File: src/rtl/uart_tx_arbiter.sv
//============================================================================
// Module   : uart_tx_arbiter
// Purpose  : Shares one UART transmitter among NUM_REQ character sources.
//            Fixed priority by default; round-robin with UART_ARB_ROUND_ROBIN_EN.
// Revision : 1.0  initial release
//============================================================================
`default_nettype none

module uart_tx_arbiter #(
   parameter int NUM_REQ     = 4,
   parameter int DATA_BITS   = 8,
   parameter int ACK_TIMEOUT = 4
) (
   input  logic                         clk,
   input  logic                         rst,
   input  logic [NUM_REQ-1:0]           req_valid,
   input  logic [NUM_REQ*DATA_BITS-1:0] req_data,
   output logic [NUM_REQ-1:0]           req_ready,
   output logic [DATA_BITS-1:0]         tx_data,
   output logic                         tx_start,
   input  logic                         tx_busy,
   output logic [$clog2(NUM_REQ)-1:0]   grant_id,
   output logic                         arb_busy,
   output logic                         err_timeout
);

   localparam int                 c_IDW      = $clog2(NUM_REQ);
   localparam int                 c_CNT_W    = $clog2(ACK_TIMEOUT);
   localparam logic [c_CNT_W-1:0] c_ACK_LAST = c_CNT_W'(ACK_TIMEOUT - 1);

   typedef enum logic [1:0] {
      IDLE      = 2'd0,
      WAIT_ACK  = 2'd1,
      WAIT_DONE = 2'd2
   } state_t;

   state_t                 r_state;
   logic                   r_tx_start;
   logic [NUM_REQ-1:0]     r_req_ready;
   logic [DATA_BITS-1:0]   r_tx_data;
   logic [c_IDW-1:0]       r_grant_id;
   logic                   r_arb_busy;
   logic                   r_err_timeout;
   logic [c_CNT_W-1:0]     r_wait_cnt;
`ifdef UART_ARB_ROUND_ROBIN_EN
   logic [c_IDW-1:0]       r_ptr;
`endif

   logic                   w_found;
   logic [c_IDW-1:0]       w_win;
   logic [c_IDW-1:0]       w_cand;
   logic [DATA_BITS-1:0]   w_data;

   // Candidates are visited in priority order; the first valid one wins.
   always_comb begin
      w_found = 1'b0;
      w_win   = '0;
      w_cand  = '0;
      for (int k = 0; k < NUM_REQ; k++) begin
`ifdef UART_ARB_ROUND_ROBIN_EN
         w_cand = c_IDW'((32'(r_ptr) + 32'(k) + 32'd1) % 32'(NUM_REQ));
`else
         w_cand = c_IDW'(k);
`endif
         if (!w_found && req_valid[w_cand]) begin
            w_found = 1'b1;
            w_win   = w_cand;
         end
      end
   end

   always_comb begin
      w_data = '0;
      for (int i = 0; i < NUM_REQ; i++) begin
         if (w_win == c_IDW'(i)) begin
            w_data = req_data[i*DATA_BITS +: DATA_BITS];
         end
      end
   end

   always_ff @(posedge clk) begin
      if (rst) begin
         r_state       <= IDLE;
         r_tx_start    <= 1'b0;
         r_req_ready   <= '0;
         r_tx_data     <= '0;
         r_grant_id    <= '0;
         r_arb_busy    <= 1'b0;
         r_err_timeout <= 1'b0;
         r_wait_cnt    <= '0;
`ifdef UART_ARB_ROUND_ROBIN_EN
         r_ptr         <= c_IDW'(NUM_REQ - 1);
`endif
      end else begin
         r_tx_start    <= 1'b0;
         r_req_ready   <= '0;
         r_err_timeout <= 1'b0;
         case (r_state)
            IDLE: begin
               if (w_found && !tx_busy) begin
                  r_state     <= WAIT_ACK;
                  r_tx_data   <= w_data;
                  r_grant_id  <= w_win;
                  r_tx_start  <= 1'b1;
                  r_req_ready <= NUM_REQ'(1) << w_win;
                  r_arb_busy  <= 1'b1;
                  r_wait_cnt  <= '0;
`ifdef UART_ARB_ROUND_ROBIN_EN
                  r_ptr       <= w_win;
`endif
               end
            end
            WAIT_ACK: begin
               if (tx_busy) begin
                  r_state <= WAIT_DONE;
               end else if (r_wait_cnt == c_ACK_LAST) begin
                  // Character is dropped, never retried.
                  r_state       <= IDLE;
                  r_err_timeout <= 1'b1;
                  r_arb_busy    <= 1'b0;
                  r_wait_cnt    <= '0;
               end else begin
                  r_wait_cnt <= r_wait_cnt + c_CNT_W'(1);
               end
            end
            WAIT_DONE: begin
               if (!tx_busy) begin
                  r_state    <= IDLE;
                  r_arb_busy <= 1'b0;
               end
            end
            default: begin
               r_state    <= IDLE;
               r_arb_busy <= 1'b0;
            end
         endcase
      end
   end

   assign req_ready   = r_req_ready;
   assign tx_data     = r_tx_data;
   assign tx_start    = r_tx_start;
   assign grant_id    = r_grant_id;
   assign arb_busy    = r_arb_busy;
   assign err_timeout = r_err_timeout;

endmodule

`default_nettype wire

File: config.mk
export PLATFORM = sky130hd
export DESIGN_NAME = uart_tx_arbiter
export DESIGN_NICKNAME = d
export VERILOG_FILES = /design/src/rtl/uart_tx_arbiter.sv
export SDC_FILE = /design/constraint.sdc
export NUM_CORES = 1
export LEC_CHECK = 0
export CAP_MARGIN = 20
export CORE_ASPECT_RATIO = 0.5
export CORE_MARGIN = 4
export CORE_UTILIZATION = 35
export DETAILED_ROUTE_END_ITERATION = 10
export PLACE_DENSITY = 0.84
export SLEW_MARGIN = 15
export SYNTH_ARGS = -nofsm -noshare
export SYNTH_HDL_FRONTEND = slang
export SYNTH_SLANG_ARGS = --single-unit
File: constraint.sdc
create_clock -name clk -period 1.6 [get_ports clk]
set_clock_uncertainty 0.2 [all_clocks]
set_input_delay 0.4 -clock clk [delete_from_list [all_inputs] [get_ports clk]]
set_output_delay 0.4 -clock clk [all_outputs]
set_load 0.1 [all_outputs]
==> results.md, run 1 <==
- Status: complete, but fails checks
- Failing checks: setup timing
- Grt total ovfl: 0
- Initial DRT Pass Iterations: 4
- DP HPWL: 2880 microns
- Core Box Area: 0.00278 sq mm
- Fillcell total: 173
- Hold buffer count at cts: 0
- FF+latch count, synth: 21
- Post-Syn Instances: 130
- Slew headroom: 81.1%
- I/O pins: 56
- Met3 WL: 263 microns
- Metal2 WL: 2140 microns
- Worst-Margin Slew: 0.284 ns
- Post-synthesis sequential area ratio: 38.5%
- Synth-to-Final Area Change: 92.5%
- Die H: 47.5 microns
- Clock-pin transition on the worst setup and hold timing paths: 0.08 ns
- Worst EP required: 1.57 ns
- Multi-input logic area: 696 sq um
- Tcrit/Tclk final: 101%
- Via count: 1338
- Slew Limit Fails: 0
- Critical path peak fanout: 6
- Antenna-violating nets left: 0
- CP endpoint kind: register
- WP data arrival: 1.58 ns
- Critical-path cell list: nor3_4 > buf_6 > and2_4 > o21ai_2 > o31ai_1
- Die area: 0.00413 sq mm
- Layout Nets: 240
- Diode count: 0
- Port Buffers: 55
- Mapped Area: 0.00109 sq mm
- PnR worst setup slack: -0.0149 ns
- WL met1: 1760 microns
- P_leak: 0.841 nW
- Largest net degree at the start of global routing: 20
- Setup-failing EPs final: 1
- Hold Crit Class: input port to register
- CTS tree: done
- Slowest CP cell: dfxtp_2
- Post-synth EDFFs: 0
- Initial core utilization: 39.2%
- F_max: 619 MHz
- Synth async-reset ratio: 0%
- Reg area: 423 sq um
- CTS max path bufs: 2
- RSZ-0062 raised after global routing: true
- Commonest cells after routing, fill and taps aside: 33 x clkdlybuf4s50_1, 19 x dfxtp_1, 17 x buf_12
- Placed Instances: 230
- Critical Path Max Stage Delay: 0.34 ns
- Synthesized Nets: 170
- CTS sink count: 21
- Post-Route WL: 4240 microns
- Max Used Layer: met4
- Utilization after layout: 75.5%
- Crit path kind: register to register
- Max VDD drop: 0.385 mV
- Fin. Hold Viols: 0
- GRT Util Overall: 20.4%
- GPL Wtd Cong: 0.823
- Number of max-cap violations: 0
- Die W: 87.0 microns
- Initial antenna violation count: 0
- Number of DRC markers in iteration 0: 91
- Synthesized area per cell: 8.39 sq um
- Share of layout cells above drive strength 1: 36.7%
- Clock root buffer: clkbuf_8
- Final critical-path required period: 1.61 ns
- Post-synthesis cell type count: 32
- CTS Buf Count: 3
- H-tree levels: 1
- # DRC: 0
- Number of global-route vias before repair: 1273
- Commonest non-fill, non-tap cell in the layout: clkdlybuf4s50_1
- Worst setup SP type: register
- Pwr dens: 754 mW/mm^2
- Top Family by Delay on Critical Path: simple AND/OR/NAND/NOR gates
- Skew-Pair Late Insertion Delay: 0.26 ns
- Drt via density: 5.67
- First-pass GRT wire length: 6350 microns
- Cell row count: 13
- Buffers and inverters on the worst path: 1
- Fin cells: 236
- Top FF cell, synth: dfxtp_1
- WL per Instance: 17.9 microns
- YS warnings: 0
==> Yosys cell counts (6+ instances only) <==
| library cell | n | share of area [%] |
|---|---|---|
| a21oi_1 | 12 | 5.5 |
| nor2_1 | 8 | 2.8 |
| dfxtp_1 | 21 | 39 |
| a22oi_1 | 6 | 4.1 |
| clkbuf_1 | 6 | 2.1 |
| o31ai_1 | 6 | 4.1 |
| inv_1 | 6 | 2.1 |
| nand2_1 | 6 | 2.1 |
| nand3b_1 | 8 | 5.5 |
| o21ai_0 | 8 | 3.7 |
| nor3_1 | 6 | 2.8 |
| a211o_1 | 6 | 4.8 |
==> cells by family (layout without fill, tap and decap cells) <==
logic type / Yosys count / in the layout / share of synthesized area, %
buffers and inverters: 17 / 85 / 7.22
adder cells (fa/ha/maj): 1 / 1 / 1.15
AND/OR/NAND/NOR: 48 / 49 / 25.3
XOR/XNOR: 1 / 1 / 0.803
AO/OA/AOI/OAI: 42 / 42 / 26.9
flip-flops: 21 / 21 / 38.5
==> per-stage QoR <==
stage	worst slack, ns	power (mW)	instance area, sq um	hold slack [ns]	setup TNS, ns
final	-0.0149	1.58	2100	0.266	-0.0149
after global routing	-0.0969	1.63	2100	0.271	-0.138
after CTS	0.00286	1.55	2070	0.273	0
after detailed placement	-0.658	1.18	1950	0.276	-9.86
after global placement	-0.586	1.17	1950	0.261	-9.06
after floorplan	-0.0810	0.905	1100	0.252	-0.822
==> area by class of cell <==
cell class	instances	share of cell area [%]
Multi-Input combinational cell	93	33.1
Clock buffer	3	1.97
Sequential cell	21	20.1
Clock inverter	1	0.238
Tap cell	37	2.20
Inverter	6	1.07
Timing Repair Buffer	75	41.3
==> power breakdown <==
| group | switching [mW] | internal (mW) | total, mW | leakage, nW |
|---|---|---|---|---|
| clock network | 0.177 | 0.174 | 0.351 | 0.0255 |
| registers | 0.0332 | 0.553 | 0.586 | 0.173 |
| logic | 0.361 | 0.287 | 0.648 | 0.643 |
==> sequential cells by signal, summed over array words and instances, names as in the netlist <==
register and count:
grant_id 2, tx_data 8, req_ready 4, arb_busy 1, err_timeout 1, r_state 2, r_wait_cnt 2, tx_start 1
==> metal layers <==
| metal | vias to the layer above | global-route usage [%] |
|---|---|---|
| met5 | - | 0 |
| met4 | 0 | 5.59 |
| met3 | 10 | 2.75 |
| met2 | 68 | 39.7 |
| met1 | 648 | 24.7 |
| li1 | 612 | - |
==> worst paths after layout <==
kind / startpoint / endpoint / slack (ns) / cells after the start
worst max register to register: r_state[0]$_SDFFE_PP0P_ / tx_data[3]$_SDFFE_PP0P_ / -0.01 / 5
worst min-delay path: req_valid[2] / req_ready[2]$_SDFF_PP0_ / 0.27 / 2
worst max-delay path: r_state[0]$_SDFFE_PP0P_ / tx_data[3]$_SDFFE_PP0P_ / -0.01 / 5
worst min register to register: r_wait_cnt[1]$_SDFFE_PP0P_ / r_wait_cnt[1]$_SDFFE_PP0P_ / 0.29 / 2
==> timing repair <==
| item | in CTS | in global routing |
|---|---|---|
| gates resized for setup | 34 | 17 |
| pin swaps | 7 | 10 |
| endpoints found under the hold margin | 0 | 0 |
| buffers inserted | 0 | 1 |
| cloned | 1 | 0 |
| setup endpoints to repair | 18 | 10 |
Note: power is estimated with default switching activity, not from simulation.
==> run 2: changes to the inputs <==
--- a/config.mk
+++ b/config.mk
@@ -10,7 +10,7 @@
 export CORE_MARGIN = 4
 export CORE_UTILIZATION = 35
 export DETAILED_ROUTE_END_ITERATION = 10
-export PLACE_DENSITY = 0.84
+export PLACE_DENSITY = 0.75
 export SLEW_MARGIN = 15
 export SYNTH_ARGS = -nofsm -noshare
 export SYNTH_HDL_FRONTEND = slang
==> run 2 against run 1 <==
Against the previous run:
- the run now ends clean
- flip-flop and latch count unchanged
- non-clock buffer count up 2
- first-iteration DRC count up 7.7%
- final cell count up 0.85%
- via count down 1.3%
- hold slack worse by 0.12 ns
- largest cell class unchanged
- highest routed layer unchanged
==> results.md, run 2 (synthesis gave the netlist of run 1 again) <==
- Status: complete, no violations
- Layout Nets: 242 (+0.83%)
- Fin cells: 238 (+0.85%)
- TNS Setup: 0 ns (+0.0149 ns)
- I/O pins: 56 (unchanged)
- P_int: 1.02 mW (+0.62%)
- CTS Buf Count: 3 (unchanged)
- P_leak: 0.850 nW (+1.1%)
- RSZ-0062 raised after global routing: true
- WL per Instance: 17.6 microns (-2.0%)
- Worst EP required: 1.57 ns (about the same)
- GRT Util Overall: 19.6% (-0.84 points)
- Die W: 87.0 microns (unchanged)
- Port Buffers: 55 (unchanged)
- Diode count: 0 (unchanged)
- Share of layout cells above drive strength 1: 34.8% (-1.9 points)
- Initial core utilization: 39.2% (unchanged)
- Commonest non-fill, non-tap cell in the layout: clkdlybuf4s50_1
- Clock root buffer: clkbuf_8
- Setup-failing EPs final: 0 (-1)
- CP Depth: 6 (+1)
- Largest net degree at the start of global routing: 17 (-15%)
- Antenna-violating nets left: 0 (unchanged)
- Reg2reg start: r_state[0]$_SDFFE_PP0P_
- Place WS: -0.688 ns (-0.0300 ns)
- Critical-path cell list: buf_6 > or4_4 > nand2_4 > buf_6 > nand3b_1 > o31ai_1
- F_max: 629 MHz (+1.5%)
- CP startpoint: req_valid[0]
- Synth-to-Final Area Change: 94.3%
- Slew Limit Fails: 0 (unchanged)
- Critical path peak fanout: 8 (+2)
- Commonest cells after routing, fill and taps aside: 33 x clkdlybuf4s50_1, 19 x dfxtp_1, 19 x buf_4
- Skew-Pair Late Insertion Delay: 0.26 ns (about the same)
- # DRC: 0 (unchanged)
- Worst r2r path cells: 4 (-1)
- Max VDD drop: 0.487 mV (+27%)
- Worst-Margin Slew: 0.338 ns (+0.0541 ns)
- Cell row count: 13 (unchanged)
- Post-Route WL: 4180 microns (-1.2%)
- Tcrit/Tclk final: 99.4% (-1.5 points)
- CTS max path bufs: 2 (unchanged)
- Largest register FFs: 8 (unchanged)
- Slew headroom: 77.5% (-3.6 points)
- Min Hold Slack: 0.149 ns (-0.117 ns)
- Hold Crit Class: input port to register
- Via count: 1320 (-1.3%)
- DP HPWL: 2910 microns (+0.92%)
- Clock-pin transition on the worst setup and hold timing paths: 0.08 ns (about the same)
- Drt via density: 5.55 (-2.2%)
- Share of power burned in registers: 37.1% (about the same)
- First-pass GRT wire length: 6070 microns (-4.3%)
- Top Family by Delay on Critical Path: simple AND/OR/NAND/NOR gates
- Number of global-route vias before repair: 1279 (+0.47%)
- PnR worst setup slack: 0.00896 ns (+0.0238 ns)
- Switching share of power: 35.4% (-0.62 points)
- Placed cell area: 0.00198 sq mm (+1.4%)
- Power after layout: 1.58 mW (-0.35%)
- CTS sink count: 21 (unchanged)
- Crit path to: tx_data[0]$_SDFFE_PP0P_
- Die area: 0.00413 sq mm (unchanged)
- WP data arrival: 1.56 ns (-0.02 ns)
- CTS tree: done
- Most frequent CP cell: buf_6
- CP endpoint kind: register
- Fillcell total: 199 (+15%)
- Number of max-cap violations: 0 (unchanged)
- Crit path kind: input port to register
- Core Box Area: 0.00278 sq mm (unchanged)
- Utilization after layout: 76.2% (+0.67 points)
- Grt total ovfl: 0 (unchanged)
- Initial DRT Pass Iterations: 4 (unchanged)
- Fin. Hold Viols: 0 (unchanged)
- Worst setup SP type: input port
- Hold buffer count at cts: 0 (unchanged)
- Placed Instances: 232 (+0.87%)
- Pwr dens: 745 mW/mm^2 (-1.2%)
- Sw Pwr: 0.559 mW (-2.1%)
- Slowest CP cell: or4_4
- Reg2reg end: req_ready[2]$_SDFF_PP0_
- Initial antenna violation count: 0 (unchanged)
- H-tree levels: 1 (unchanged)
- Number of DRC markers in iteration 0: 98 (+7.7%)
- Final critical-path required period: 1.59 ns (-0.0238 ns)
- Gate power share: 41.2% (+0.3 points)
- Buffers and inverters on the worst path: 2 (+1)
- GPL Wtd Cong: 0.754 (-8.3%)
- Critical Path Max Stage Delay: 0.58 ns (+0.24 ns)
- Clk network pwr share: 21.7% (-0.4 points)
- Die H: 47.5 microns (unchanged)
- R2R Setup Slk: 0.05 ns (+0.06 ns)
- Post-layout instance area: 0.00212 sq mm (+0.89%)
-- run 2: power by group through the flow --
stage          Clock, mW  Sequential, mW  Combinational, mW
2_1_floorplan          0           0.766              0.139
3_3_place_gp           0           0.595              0.590
3_5_place_dp           0           0.596              0.600
4_1_cts            0.342           0.585              0.622
5_1_grt            0.359           0.588              0.676
6_report           0.343           0.586              0.650
-- run 2: area by class of cell --
class                           instances  area [sq um]  area share, %
Clock buffer                            3          41.3           1.95
Clock inverter                          1          5.00          0.236
Tap cell                               37          46.3           2.18
Multi-Input combinational cell         93           683           32.2
Sequential cell                        21           423           20.0
Inverter                                6          22.5           1.06
Timing Repair Buffer                   77           898           42.4
-- run 2: worst min-delay path by stage --
stage | startpoint | to | slack, ns | depth (start not counted)
final | req_valid[0] | req_ready[0]$_SDFF_PP0_ | 0.15 | 2
after global routing | req_valid[0] | req_ready[0]$_SDFF_PP0_ | 0.16 | 2
after CTS | req_valid[0] | req_ready[0]$_SDFF_PP0_ | 0.20 | 2
after detailed placement | r_wait_cnt[1]$_SDFFE_PP0P_ | r_wait_cnt[1]$_SDFFE_PP0P_ | 0.27 | 2
after global placement | r_wait_cnt[1]$_SDFFE_PP0P_ | r_wait_cnt[1]$_SDFFE_PP0P_ | 0.26 | 2
after floorplan | r_wait_cnt[1]$_SDFFE_PP0P_ | r_wait_cnt[1]$_SDFFE_PP0P_ | 0.25 | 2
-- run 2: layer usage --
layer  up-vias  track usage [%]  part of all wire (%)  wire (microns)
li1        619                -                     -               -
met4         0             4.35                   2.0              85
met5         -                0                     0               0
met3        12             3.26                   5.6             233
met1       635             23.7                    42            1740
met2        54             38.0                    51            2130
-- run 2: what timing repair did --
| item | in CTS | in global routing |
|---|---|---|
| resized for setup | 32 | 16 |
| setup endpoints to repair | 18 | 8 |
| buffers inserted | 0 | 1 |
| pin swaps | 7 | 5 |
| cloned | 1 | 0 |
